$ cat src/rtl/core_pkg.sv
// Shared types for the output packer. Entries are sized for the widest
// supported bus so a single struct definition serves every configuration.
package core_pkg;

   localparam int MAX_GBUS_DATA = 256;
   localparam int MAX_LANES     = 32;

   typedef logic [MAX_LANES-1:0] lane_mask_t;

   typedef struct packed {
      logic [MAX_GBUS_DATA-1:0] data;
      lane_mask_t               mask;
   } opack_entry_t;

   function automatic int calc_lanes(input int gbus_data, input int idata_bit);
      return gbus_data / idata_bit;
   endfunction

   // Mask with the low n lanes set.
   function automatic lane_mask_t ones_mask(input int n);
      lane_mask_t m;
      m = '0;
      for (int i = 0; i < MAX_LANES; i++) begin
         if (i < n) m[i] = 1'b1;
      end
      return m;
   endfunction

endpackage

$ cat src/rtl/core_opack_fifo.sv
// Synchronous FIFO of packed entries; a push while full is taken only when a
// pop frees the head slot on the same edge.
module core_opack_fifo
   import core_pkg::*;
#(
   parameter int DEPTH = 4
) (
   input  logic         clk,
   input  logic         rst,
   input  logic         push,
   input  opack_entry_t push_entry,
   input  logic         pop,
   output opack_entry_t head_entry,
   output logic         full,
   output logic         empty
);

   localparam int PTR_W = $clog2(DEPTH);

   opack_entry_t     mem_q [DEPTH];
   logic [PTR_W:0]   wr_ptr_q, wr_ptr_d;
   logic [PTR_W:0]   rd_ptr_q, rd_ptr_d;
   logic             do_push, do_pop;

   assign empty      = (wr_ptr_q == rd_ptr_q);
   assign full       = (wr_ptr_q[PTR_W] != rd_ptr_q[PTR_W]) &&
                       (wr_ptr_q[PTR_W-1:0] == rd_ptr_q[PTR_W-1:0]);
   assign head_entry = mem_q[rd_ptr_q[PTR_W-1:0]];

   always_comb begin
      do_pop   = pop && !empty;
      do_push  = push && (!full || do_pop);
      wr_ptr_d = wr_ptr_q;
      rd_ptr_d = rd_ptr_q;
      if (do_push) wr_ptr_d = wr_ptr_q + {{PTR_W{1'b0}}, 1'b1};
      if (do_pop)  rd_ptr_d = rd_ptr_q + {{PTR_W{1'b0}}, 1'b1};
   end

   always_ff @(posedge clk or posedge rst) begin
      if (rst) begin
         wr_ptr_q <= '0;
         rd_ptr_q <= '0;
      end else begin
         wr_ptr_q <= wr_ptr_d;
         rd_ptr_q <= rd_ptr_d;
      end
   end

   // Storage needs no reset; pointers alone define what is valid.
   always_ff @(posedge clk) begin
      if (do_push) mem_q[wr_ptr_q[PTR_W-1:0]] <= push_entry;
   end

endmodule

$ cat src/rtl/core_opack.sv
// Output packer: gathers quantized results into bus words, queues them, and
// gives a memory readback skid priority over packed words on the gbus channel.
module core_opack
   import core_pkg::*;
#(
   parameter int IDATA_BIT  = 8,
   parameter int GBUS_DATA  = 64,
   parameter int FIFO_DEPTH = 4
) (
   input  logic                           clk,
   input  logic                           rst,
   input  logic [IDATA_BIT-1:0]           idata,
   input  logic                           idata_valid,
   output logic                           idata_ready,
   input  logic                           cfg_flush,
   input  logic                           cfg_kv_wr,
   input  logic [GBUS_DATA-1:0]           mem_rdata,
   input  logic                           mem_rvalid,
   output logic [GBUS_DATA-1:0]           gbus_rdata,
   output logic [GBUS_DATA/IDATA_BIT-1:0] gbus_rmask,
   output logic                           gbus_rvalid,
   input  logic                           gbus_rready,
   output logic [GBUS_DATA-1:0]           cmem_wdata,
   output logic [GBUS_DATA/IDATA_BIT-1:0] cmem_wmask,
   output logic                           cmem_wen,
   output logic                           ovf_err,
   output logic [15:0]                    word_cnt
);

   localparam int         LANES     = calc_lanes(GBUS_DATA, IDATA_BIT);
   localparam int         LANE_W    = (LANES > 1) ? $clog2(LANES) : 1;
   localparam lane_mask_t FULL_MASK = ones_mask(LANES);

   typedef enum logic {OUT_EMPTY, OUT_FULL} out_state_t;

   logic [LANE_W-1:0] lane_q, lane_d;
   opack_entry_t      pack_q, pack_d, merged;
   opack_entry_t      skid_q, skid_d;
   logic              skid_valid_q, skid_valid_d;
   out_state_t        out_state_q, out_state_d;
   opack_entry_t      out_q, out_d;
   logic              out_from_fifo_q, out_from_fifo_d;
   logic              ovf_q, ovf_d;
   logic [15:0]       word_cnt_q, word_cnt_d;

   logic              accept, word_push, flush_req, flush_ok;
   logic              fifo_push, fifo_pop, fifo_full, fifo_empty;
   logic              can_load, handshake, mem_drop;
   logic [31:0]       lane_shift;
   opack_entry_t      fifo_head;
   logic              unused_out_bits;

   assign idata_ready = !fifo_full;
   assign accept      = idata_valid && idata_ready;
   assign handshake   = (out_state_q == OUT_FULL) && gbus_rready;
   assign can_load    = (out_state_q == OUT_EMPTY) || gbus_rready;
   assign fifo_pop    = can_load && !skid_valid_q && !fifo_empty;
   assign lane_shift  = 32'(lane_q) * 32'(IDATA_BIT);

   // The incoming byte is merged before any push so a flush or word
   // completion in the same cycle carries it; a flush that finds the FIFO
   // full keeps the partial word and flags overflow.
   always_comb begin
      merged = pack_q;
      if (accept) begin
         merged.data = pack_q.data | (MAX_GBUS_DATA'(idata) << lane_shift);
         merged.mask = pack_q.mask | (lane_mask_t'(1) << lane_q);
      end
      word_push = accept && (lane_q == LANE_W'(LANES - 1));
      flush_req = cfg_flush && !word_push && ((lane_q != '0) || accept);
      flush_ok  = !fifo_full || fifo_pop;
      fifo_push = word_push || (flush_req && flush_ok);
      lane_d    = lane_q;
      pack_d    = pack_q;
      if (fifo_push) begin
         lane_d = '0;
         pack_d = '0;
      end else if (accept) begin
         lane_d = lane_q + LANE_W'(1);
         pack_d = merged;
      end
   end

   core_opack_fifo #(
      .DEPTH (FIFO_DEPTH)
   ) u_fifo (
      .clk        (clk),
      .rst        (rst),
      .push       (fifo_push),
      .push_entry (merged),
      .pop        (fifo_pop),
      .head_entry (fifo_head),
      .full       (fifo_full),
      .empty      (fifo_empty)
   );

   // Output stage reloads whenever it is empty or being drained, skid first.
   always_comb begin
      out_state_d     = out_state_q;
      out_d           = out_q;
      out_from_fifo_d = out_from_fifo_q;
      skid_d          = skid_q;
      skid_valid_d    = skid_valid_q;
      if (can_load) begin
         if (skid_valid_q) begin
            out_d           = skid_q;
            out_state_d     = OUT_FULL;
            out_from_fifo_d = 1'b0;
            skid_valid_d    = 1'b0;
         end else if (!fifo_empty) begin
            out_d           = fifo_head;
            out_state_d     = OUT_FULL;
            out_from_fifo_d = 1'b1;
         end else begin
            out_state_d     = OUT_EMPTY;
         end
      end
      if (!skid_valid_q && mem_rvalid) begin
         skid_valid_d = 1'b1;
         skid_d.data  = MAX_GBUS_DATA'(mem_rdata);
         skid_d.mask  = FULL_MASK;
      end
      mem_drop   = skid_valid_q && mem_rvalid;
      word_cnt_d = word_cnt_q + ((handshake && out_from_fifo_q) ? 16'd1 : 16'd0);
      ovf_d      = ovf_q | (idata_valid && !idata_ready) | mem_drop |
                   (flush_req && !flush_ok);
   end

   always_ff @(posedge clk or posedge rst) begin
      if (rst) begin
         lane_q          <= '0;
         pack_q          <= '0;
         skid_q          <= '0;
         skid_valid_q    <= 1'b0;
         out_state_q     <= OUT_EMPTY;
         out_q           <= '0;
         out_from_fifo_q <= 1'b0;
         ovf_q           <= 1'b0;
         word_cnt_q      <= '0;
      end else begin
         lane_q          <= lane_d;
         pack_q          <= pack_d;
         skid_q          <= skid_d;
         skid_valid_q    <= skid_valid_d;
         out_state_q     <= out_state_d;
         out_q           <= out_d;
         out_from_fifo_q <= out_from_fifo_d;
         ovf_q           <= ovf_d;
         word_cnt_q      <= word_cnt_d;
      end
   end

   assign gbus_rvalid = (out_state_q == OUT_FULL);
   assign gbus_rdata  = out_q.data[GBUS_DATA-1:0];
   assign gbus_rmask  = out_q.mask[LANES-1:0];
   assign cmem_wen    = handshake && out_from_fifo_q && cfg_kv_wr;
   assign cmem_wdata  = gbus_rdata;
   assign cmem_wmask  = gbus_rmask;
   assign ovf_err     = ovf_q;
   assign word_cnt    = word_cnt_q;

   // Entry bits above the configured bus width are always zero.
   assign unused_out_bits = ^out_q;

endmodule
$ cat config.mk
export PLATFORM = sky130hd
export DESIGN_NAME = core_opack
export DESIGN_NICKNAME = d
export VERILOG_FILES = /design/src/rtl/core_pkg.sv /design/src/rtl/core_opack_fifo.sv /design/src/rtl/core_opack.sv
export SDC_FILE = /design/constraint.sdc
export NUM_CORES = 1
export LEC_CHECK = 0
export BUFFER_PORTS_ARGS = -buffer_cell sky130_fd_sc_hd__clkbuf_2
export CORE_MARGIN = 4
export CORE_UTILIZATION = 39
export CTS_CLUSTER_SIZE = 28
export DETAILED_ROUTE_END_ITERATION = 6
export GPL_TIMING_DRIVEN = 0
export PLACE_DENSITY_LB_ADDON = 0.25
export SYNTH_ARGS = -nofsm -noshare
export SYNTH_HDL_FRONTEND = slang
export SYNTH_SLANG_ARGS = --single-unit
$ cat constraint.sdc
create_clock -name clk -period 7 [get_ports clk]
set_input_delay 1.05 -clock clk [delete_from_list [all_inputs] [get_ports clk]]
set_output_delay 1.05 -clock clk [all_outputs]
set_load 0.02 [all_outputs]
==> summary.md <==
| Metric | Value |
|---|---|
| Die X | `approximately 240 um` |
| Fmax achieved | `a little under 0.3 GHz` |
| Reg area | `roughly 15000 um^2` |
| Clock Sinks | `around 530` |
| CP Max Fanout | `10` |
| Psw | `about 4.2 mW` |
| Synth Register Bits | `around 530` |
| Setup ws final | `~3.6 ns` |
| Buffers on Ports | `241` |
| Status | `completed` |
| Power per cell area | `~470 nW/um^2` |
| Dpl ws | `3.34 ns` |
| Post-Route WL | `approximately 50000 um` |
| Drt drc | `0` |
| R2R cell count | `7` |
| Most common cell after layout, fill and taps aside | `edfxtp_1` |
| Sequential Power Share | `0.397` |
| Core Footprint | `around 54000 um^2` |
| P&R area growth vs syn | `19.6%` |
| Area of the multi-input gates | `5750 um^2` |
| RSZ-0062 raised after global routing | `false` |
| Clk_lat worst skew | `0.60 ns` |
| Die Footprint | `58500 um^2` |
| Post-synthesis sequential area ratio | `0.684` |
| Post-DR vias/cell | `between 5 and 6` |
| Layout cells sized above 1 | `0.366` |
| Ports | `about 240` |
| Final ANT Viol Nets | `0` |
| Min Tclk post-route | `3.42 ns` |
| Starting density of the core | `0.395` |
| TritonCTS clock tree | `built` |
| DP HPWL | `34100 um` |
| Layout Skew | `about 0.025 ns` |
| Internal power | `about 7.8 mW` |
| Post-Syn Area | `around 21000 um^2` |
| Max Cap Viol | `0` |
| Gr ovfl total | `0` |
| Worst Setup End Kind | `output pin` |
| Crit path launch type | `register` |
| Crit Path Class | `reg2out` |
| First-pass GRT wire length | `between 70000 and 80000 um` |
| CTS buffer count | `56` |
| Hold crit path type | `in2async` |
| Largest net degree at the start of global routing | `43` |
| H-tree depth | `2` |
| Leak pwr | `10.8 nW` |
| Relative slew slack | `0.352` |
| WP data required | `between 5 and 6 ns` |
| Postcts setup bufs | `0` |
| Tightest Pin Transition | `0.968 ns` |
| FP Rows | `85` |
| Final setup fails | `0` |
| Number of hold buffers added after cts | `0` |
| 1st-iter DRT viols | `821` |
| Fin crit share | `0.488` |
| WL/cell | `20.7 um` |
| Avg Cell Area, Syn | `between 15 and 20 um^2` |
| VDD IR max | `around 0.00024 V` |
| Longest Clk Path Bufs | `3` |
| Fraction of registers with async set/reset | `0.452` |
| Fin cells | `~2400` |
| Cts repair resizes | `0` |
| Clock power frac | `0.243` |
| DR pass1 iterations | `5` |
| Area post-placement | `between 20000 and 25000 um^2` |
| Placed cells | `approximately 2300` |
| Yosys cell types | `46` |
| Die Y-Extent | `~240 um` |
| Worst-path clk slew | `around 0.060 ns` |
| Dominant synthesized flop cell | `edfxtp_1` |
| Post-route cell area | `approximately 26000 um^2` |
| YS warnings | `0` |
| Post-route setup TNS | `0 ns` |
| Routed vias | `12400` |
| Post-Syn Instances | `about 1400` |
| Mapped Nets | `about 1400` |
| WP data arrival | `~2.4 ns` |
| Root Buffer | `clkbuf_16` |
| Vias in the first global route | `around 13000` |
| Filler cell count | `about 4800` |
| Hold Vio Cnt, Final | `0` |
| Post-synth EDFFs | `approximately 290` |
| Final nets | `between 1500 and 2000` |
| Most frequent cells in the layout | `288 x edfxtp_1, 241 x clkbuf_2, 238 x dfrtp_1, 81 x nand2_1, 80 x mux2i_1` |
| Pins Over Slew Limit | `0` |
| GRT Total Usage | `0.170` |
| Initial antenna violation count | `2` |
| GPL Wtd Cong | `0.786` |
| Switching Fraction | `0.350` |
| Comb pwr share | `0.361` |
sequential cells by signal (all words and copies together), names as in the netlist:
| signal | flops |
|---|---|
| cmem_wmask | 8 |
| skid_valid_q | 1 |
| u_fifo.rd_ptr_q | 3 |
| u_fifo.mem_q | 288 |
| out_from_fifo_q | 1 |
| lane_q | 3 |
| u_fifo.wr_ptr_q | 3 |
| cmem_wdata | 64 |
| word_cnt | 16 |
| pack_q | 72 |
| ovf_err | 1 |
| gbus_rvalid | 1 |
| skid_q | 65 |
routing by layer:
metal / wire (um) / track usage / up-vias
li1: - / - / 5644
met1: 21700 / 0.234 / 6373
met2: 24400 / 0.282 / 324
met3: 2550 / 0.0282 / 75
met4: 1160 / 0.0492 / 2
met5: 13 / 0 / -
logic make-up (layout without fill, tap and decap cells):
group | count (synthesis) | after routing | share of synthesized area
buffers and inverters | 171 | 529 | 0.0464
XOR/XNOR | 22 | 22 | 0.00938
AO/OA/AOI/OAI | 211 | 211 | 0.0692
AND/OR/NAND/NOR | 204 | 204 | 0.0430
other | 0 | 1 | 0
adder cells (fa/ha/maj) | 13 | 13 | 0.00762
multiplexers | 210 | 210 | 0.140
flip-flops | 526 | 526 | 0.684
synthesized netlist by cell type (all sizes together), types with 2 or more instances:
library cell,n,area share
a41oi,27,0.011
nor2b,33,0.0097
o22ai,8,0.0023
and3,3,0.00088
dfrtp,238,0.28
mux4,64,0.068
clkbuf,39,0.0069
xor2,7,0.0032
nor2,60,0.011
nand4,3,0.00088
a21oi,3,0.00070
or2,4,0.0012
a31oi,17,0.0053
nand2b,3,0.00088
nor3,2,0.00047
xnor2,15,0.0062
buf,117,0.037
nand3,6,0.0014
nand2,81,0.014
mux2i,80,0.038
a21o,29,0.010
and2,6,0.0018
o21ai,75,0.018
a311oi,4,0.0022
mux2,66,0.035
edfxtp,288,0.41
ha,13,0.0076
a41o,2,0.00094
a31o,39,0.016
inv,15,0.0026
path summary, 6_finish.rpt:
| check | startpoint | to | slack, ns |
|---|---|---|---|
| min in group clk | skid_q[0] | skid_q[0] | 0.47 |
| min | rst | skid_q[63] | 0.45 |
| max | u_fifo.rd_ptr_q[1] | idata_ready | 3.58 |
| min reg2reg | skid_q[0] | skid_q[0] | 0.47 |
| max in group asynchronous | rst | pack_q[95] | 5.31 |
| max reg2reg | lane_q[0] | u_fifo.mem_q[2][72] | 3.66 |
final cells by class:
type	count	area share
inverter	15	0.00245
clock buffer	70	0.0610
multi-input combinational	660	0.225
timing repair buffer	252	0.0571
buffer	156	0.0366
sequential	526	0.572
tap	696	0.0341
antenna	1	0.0000981
clock inverter	36	0.0110
power groups by stage:
stage | clock network, mW | registers, mW | logic, mW
finish | 2.90 | 4.74 | 4.31
global route | 3.10 | 4.85 | 4.72
CTS | 2.96 | 4.76 | 4.41
detailed placement | 0 | 4.81 | 4.39
global placement | 0 | 4.83 | 4.27
floorplan | 0 | 5.00 | 2.71
through the flow:
stage / hold WS (ns) / util / power, mW
global route: 0.468 / 0.472 / 12.7
detailed placement: 0.454 / 0.438 / 9.21
finish: 0.452 / 0.472 / 12.0
floorplan: 0.431 / - / 7.71
CTS: 0.435 / 0.472 / 12.1
global placement: 0.446 / 0.433 / 9.11
critical path, cell delays in order (launching register included):
cell and delay [ns]:
dfrtp_1 0.38, buf_2 0.24, xnor2_1 0.25, buf_2 0.27, nand3_1 0.36, clkbuf_2 0.28
No activity file was read; power rests on OpenSTA's default activity.
